--- src/rtl/arm_pkg.sv ---
// Shared ARM datapath definitions: addressing-mode codes, immediate field
// layout and the immediate-encoder FSM states.
package arm_pkg;

  localparam int DATA_W = 32;
  localparam int ROT_W  = 4;

  typedef enum logic [1:0] {
    AM_ROT_IMM = 2'b00,
    AM_REG     = 2'b01,
    AM_ZEXT    = 2'b10,
    AM_SHIFT   = 2'b11
  } am_e;

  localparam int IMM_ROT_MSB = 11;
  localparam int IMM_ROT_LSB = 8;
  localparam int IMM8_MSB    = 7;

  typedef enum logic [1:0] {
    S_IDLE,
    S_SEARCH,
    S_DONE
  } state_e;

endpackage

--- src/rtl/arm_imm_encoder_if.sv ---
// Request/response bus of the rotate-immediate encoder: value in, {encodable, imm12} out,
// each direction with its own valid/ready pair.
interface arm_imm_encoder_if import arm_pkg::*; ();

  logic              in_valid;
  logic              in_ready;
  logic [DATA_W-1:0] value;
  logic              out_valid;
  logic              out_ready;
  logic              encodable;
  logic [11:0]       imm12;

  modport master (
    output in_valid, value, out_ready,
    input  in_ready, out_valid, encodable, imm12
  );

  modport slave (
    input  in_valid, value, out_ready,
    output in_ready, out_valid, encodable, imm12
  );

endinterface

--- src/rtl/arm_rotl2.sv ---
// Combinational left-rotate by an even amount (2*rot, modulo DATA_W) with a flag
// that reports whether the rotated word fits in the low 8 bits.
module arm_rotl2 #(
  parameter int DATA_W = 32,
  parameter int ROT_W  = 4
) (
  input  logic [DATA_W-1:0] value,
  input  logic [ROT_W-1:0]  rot,
  output logic [DATA_W-1:0] cand,
  output logic              fits8
);

  logic [ROT_W:0]      amt;
  logic [2*DATA_W-1:0] dbl;

  // Shifting a doubled word leaves value ROL amt in the upper half.
  assign amt   = {rot, 1'b0};
  assign dbl   = {value, value} << amt;
  assign cand  = dbl[2*DATA_W-1:DATA_W];
  assign fits8 = ~|cand[DATA_W-1:8];

endmodule

--- src/rtl/arm_imm_encoder.sv ---
// Iterative ARM rotate-immediate encoder: tries one rotation per clock, smallest rot wins.
// Define ARM_IMM_FASTPATH_EN to skip the search for values that already fit in 8 bits.
module arm_imm_encoder import arm_pkg::*; (
  input  logic               clk,
  input  logic               reset,
  arm_imm_encoder_if.slave   bus
);

  state_e            state, state_nxt;
  logic [DATA_W-1:0] value_q, value_nxt;
  logic [ROT_W-1:0]  rot_q, rot_nxt;
  logic              encodable_q, encodable_nxt;
  logic [11:0]       imm12_q, imm12_nxt;

  logic [DATA_W-1:0] cand;
  logic              fits8;
  logic              unused_cand_hi;

  arm_rotl2 #(.DATA_W(DATA_W), .ROT_W(ROT_W)) u_rotl2 (
    .value (value_q),
    .rot   (rot_q),
    .cand  (cand),
    .fits8 (fits8)
  );

  assign unused_cand_hi = ^cand[DATA_W-1:8];

  // NOTE: every output of a combinational block gets a default first; a path
  // that leaves one unassigned would infer a latch.
  always_comb begin
    state_nxt     = state;
    value_nxt     = value_q;
    rot_nxt       = rot_q;
    encodable_nxt = encodable_q;
    imm12_nxt     = imm12_q;
    case (state)
      S_IDLE: begin
        if (bus.in_valid) begin
          value_nxt = bus.value;
          rot_nxt   = '0;
          state_nxt = S_SEARCH;
`ifdef ARM_IMM_FASTPATH_EN
          if (~|bus.value[DATA_W-1:8]) begin
            encodable_nxt = 1'b1;
            imm12_nxt     = {4'h0, bus.value[IMM8_MSB:0]};
            state_nxt     = S_DONE;
          end
`else
`endif
        end
      end
      S_SEARCH: begin
        if (fits8) begin
          encodable_nxt                        = 1'b1;
          imm12_nxt[IMM_ROT_MSB:IMM_ROT_LSB]   = rot_q;
          imm12_nxt[IMM8_MSB:0]                = cand[IMM8_MSB:0];
          state_nxt                            = S_DONE;
        end else if (rot_q == '1) begin
          encodable_nxt = 1'b0;
          imm12_nxt     = '0;
          state_nxt     = S_DONE;
        end else begin
          rot_nxt = rot_q + 1'b1;
        end
      end
      S_DONE: begin
        if (bus.out_ready) state_nxt = S_IDLE;
      end
      default: state_nxt = S_IDLE;
    endcase
  end

  // NOTE: sequential state uses non-blocking assignments so every register
  // samples the pre-edge values regardless of statement order.
  always_ff @(posedge clk) begin
    // NOTE: the latched operand is reset too; it is cheap here and keeps the
    // rotator input defined straight out of reset.
    if (reset) begin
      state       <= S_IDLE;
      value_q     <= '0;
      rot_q       <= '0;
      encodable_q <= 1'b0;
      imm12_q     <= '0;
    end else begin
      state       <= state_nxt;
      value_q     <= value_nxt;
      rot_q       <= rot_nxt;
      encodable_q <= encodable_nxt;
      imm12_q     <= imm12_nxt;
    end
  end

  assign bus.in_ready  = (state == S_IDLE);
  assign bus.out_valid = (state == S_DONE);
  assign bus.encodable = encodable_q;
  assign bus.imm12     = imm12_q;

endmodule

--- src/flat_wrapper.sv ---
// flat-port wrapper written by rule: the top's interface ports become plain ports
module arm_imm_encoder_flat import arm_pkg::*;
  (clk, reset, bus_in_valid, bus_value, bus_out_ready, bus_in_ready, bus_out_valid, bus_encodable, bus_imm12);
  arm_imm_encoder_if bus_i ();
  input  logic clk;
  input  logic reset;
  input wire logic [$bits(bus_i.in_valid)-1:0] bus_in_valid;
  input wire logic [$bits(bus_i.value)-1:0] bus_value;
  input wire logic [$bits(bus_i.out_ready)-1:0] bus_out_ready;
  output wire logic [$bits(bus_i.in_ready)-1:0] bus_in_ready;
  output wire logic [$bits(bus_i.out_valid)-1:0] bus_out_valid;
  output wire logic [$bits(bus_i.encodable)-1:0] bus_encodable;
  output wire logic [$bits(bus_i.imm12)-1:0] bus_imm12;
  assign bus_i.in_valid = bus_in_valid;
  assign bus_i.value = bus_value;
  assign bus_i.out_ready = bus_out_ready;
  assign bus_in_ready = bus_i.in_ready;
  assign bus_out_valid = bus_i.out_valid;
  assign bus_encodable = bus_i.encodable;
  assign bus_imm12 = bus_i.imm12;
  arm_imm_encoder u_core (.clk(clk), .reset(reset), .bus(bus_i));
endmodule
--- config.mk ---
export PLATFORM = sky130hd
export DESIGN_NAME = arm_imm_encoder_flat
export DESIGN_NICKNAME = d
export VERILOG_FILES = /design/src/rtl/arm_pkg.sv /design/src/rtl/arm_imm_encoder_if.sv /design/src/rtl/arm_rotl2.sv /design/src/rtl/arm_imm_encoder.sv /design/src/flat_wrapper.sv
export SDC_FILE = /design/constraint.sdc
export NUM_CORES = 1
export LEC_CHECK = 0
export BUFFER_PORTS_ARGS = -buffer_cell sky130_fd_sc_hd__buf_2
export CAP_MARGIN = 5
export CORE_UTILIZATION = 59
export DETAILED_ROUTE_END_ITERATION = 8
export PLACE_DENSITY = 0.77
export SLEW_MARGIN = 10
export SYNTH_ARGS = -nofsm -noshare
export SYNTH_HDL_FRONTEND = slang
export SYNTH_SLANG_ARGS = --single-unit
--- constraint.sdc ---
create_clock -name clk -period 2.75 [get_ports clk]
set_input_delay 0.4125 -clock clk [delete_from_list [all_inputs] [get_ports clk]]
set_output_delay 0.4125 -clock clk [all_outputs]
set_load 0.005 [all_outputs]
==> metrics.cfg <==
[worst_setup_path]
startpoint_type=register
critPathRequiredTime_ns=2.93
crit_type=register to register
cp.arrival_ns=2.84
reg2reg_from=u_core.rot_q[1]$_SDFFE_PP0P_
crit_path_end_kind=register
path_max_fanout=8
critPathLaunch=u_core.rot_q[1]$_SDFFE_PP0P_

[power]
p_leak_nw=1.72
vdd_drop_max_mv=0.416
power_mw=2.39
power.density_nw_per_um2=528

[outcome]
status=completed

[synthesis]
async_flop_share_pct=0
syn_inst=452
synthesis.area_um2=3820
synth_warnings=0
synth_edf_count=0
synth_ff_type=dfxtp_1
synth_seq_cells=51
syn_avg_cell_area_um2=8.45
yosysUniqueCellTypes=54
synth_fp_nets=489
yosysSeqAreaShare_pct=26.7

[sta]
fin_ws_ns=0.0888
finalMaxSlewViolations=0
period_needed_ns=2.66
fin_setup_tns_ns=0
hold_slack_ns=0.320
clock-skew-final_ns=0.00792
rsz0062_at_grt=no
tightest_slew_ns=0.570
finalCritPeriodShare_pct=96.8
finalHoldViolCount=0
fmax_mhz=376
relSlewSlack_pct=62.0
setup_violations=0

[route]
first_pass_iters=5
num_vias=3891
drc=0
finalWirelength_um=11100
postRouteAntennaNets=0
drt_iter0_drc=257
viasPerCell=6.53
wl_per_cell_um=18.5

[global_routing]
antenna_found_initial=0
grt_max_degree=37
overflow=0
grt_pass1_wl_um=16900
grt_pass1_vias=3302
grt.total_usage_pct=34.0

[finish]
final_cells=596
final_util_pct=74.1
fillCellCount=488
final_layout_size_suffix_gt1_share_pct=30.7
num-nets-final=557
antenna_cells=0
multi_input_area_um2=2580
regArea_um2=1030
fin_area_um2=4520
area.growth.synth_to_final_pct=18.3

[place]
post_dp_cell_area_um2=4320
numPortBuffers=50
gp_congestion=1.08
dp.cells=585
dp_slack_ns=-0.0376
dp_hpwl_um=8200

[cts]
clockBufferDepth=2
htree_num_levels=2
clk_latency_ns=0.32
cts_tree=built
cts_buffers=5
postCtsHoldBufs=0
clockRootBuffer=clkbuf_8
clkTransAtPathRegs_ns=0.10
cts.sinks=51

[floorplan]
die_w_um=82.5
start_util_pct=62.7
num_rows=28
ios=51
die_area_um2=6800
core_area_um2=6100
die_y_um=82.5

[worst_hold_path]
min_path_type=primary input to register
holdCritStartpoint=bus_value[2]

[run]
maxCapViolations=0

cell families after synthesis:
kind of cell / share of synthesized area, %
fa+ha+maj: 0.327
mux: 22.0
simple gates: 24.1
buf+inv: 6.85
flops: 26.7
xor+xnor: 0.459
compound gates: 19.5
layout make-up:
type / instances / area share (%)
Multi-Input combinational cell: 353 / 57.2
Sequential cell: 51 / 22.8
Timing Repair Buffer: 104 / 15.2
Clock buffer: 7 / 2.13
Tap cell: 75 / 2.08
Inverter: 5 / 0.415
Clock inverter: 1 / 0.166
cell usage after synthesis (all sizes together), types with 2 or more instances:
cell type  number  area (µm²)
mux4           32         736
inv             4        15.0
nor3b           7        52.6
nor2b           4        25.0
nand4           9        56.3
o22ai           3        25.0
a211o           5        43.8
dfxtp          51        1020
a21oi          44         231
a211oi          9        67.6
o211ai          3        22.5
a2bb2oi        11        96.3
mux2i           9        90.1
a31oi          13        81.3
nand2          98         368
o2111ai         5        50.0
buf            20         150
or4             2        15.0
and3            2        12.5
nor3           24         120
nor2           27         101
clkbuf         23        92.6
o21ai           7        35.0
nor4            5        43.8
nand3          19         108
and2            2        12.5
sequential cells by signal, summed over array words and instances, names as in the netlist:
register and cells:
u_core.value_q 32, u_core.bus.imm12 12, u_core.rot_q 4, u_core.state 2, u_core.bus.encodable 1
layout by cell type (no fill, tap or decap), drive strengths merged, types with 2 or more instances in the layout:
cell and count:
a211o 5, a211oi 9, a21oi 44, a2bb2oi 11, a31oi 13, and2 2
and3 2, buf 104, clkbuf 7, dfxtp 51, inv 4, mux2i 9
mux4 32, nand2 98, nand3 19, nand4 9, nor2 27, nor2b 4
nor3 24, nor3b 7, nor4 5, o2111ai 5, o211ai 3, o21ai 7
o22ai 3, or4 2
metal layers:
layer / vias up / share of wire, % / track usage [%]
met5: - / 0 / 0
met4: 0 / 3.9 / 15.3
met2: 225 / 48 / 57.8
met1: 1803 / 40 / 41.7
li1: 1825 / - / -
met3: 38 / 7.9 / 6.26
critical path: stages, from the launching register on:
cell       delay (ns)
dfxtp_4          0.46
mux4_2           0.53
or4_1            0.55
a211o_1          0.35
nand3_4          0.16
buf_4            0.16
a2bb2oi_1        0.20
a31oi_1          0.12
final timing paths:
kind                                                          end  slack, ns  depth (start not counted)
worst max-delay path             u_core.bus.imm12[3]$_SDFFE_PP0P_       0.09                          7
worst min-delay path               u_core.value_q[2]$_SDFFE_PP0P_       0.32                          3
worst max register to register   u_core.bus.imm12[3]$_SDFFE_PP0P_       0.09                          7
worst min register to register  u_core.bus.encodable$_SDFFE_PP0P_       0.48                          2
what timing repair did:
item / CTS / global route
buffers inserted: 0 / 3
endpoints found under the setup margin: 4 / 16
pin swaps: 0 / 2
gates resized for setup: 3 / 11
cloned: 0 / 0
where the power goes:
group          leakage [nW]  switching, mW  internal [mW]
combinational          1.25          0.456          0.487
clock                0.0505          0.263          0.229
sequential            0.421          0.118          0.835
(Power assumes the default switching activity.)
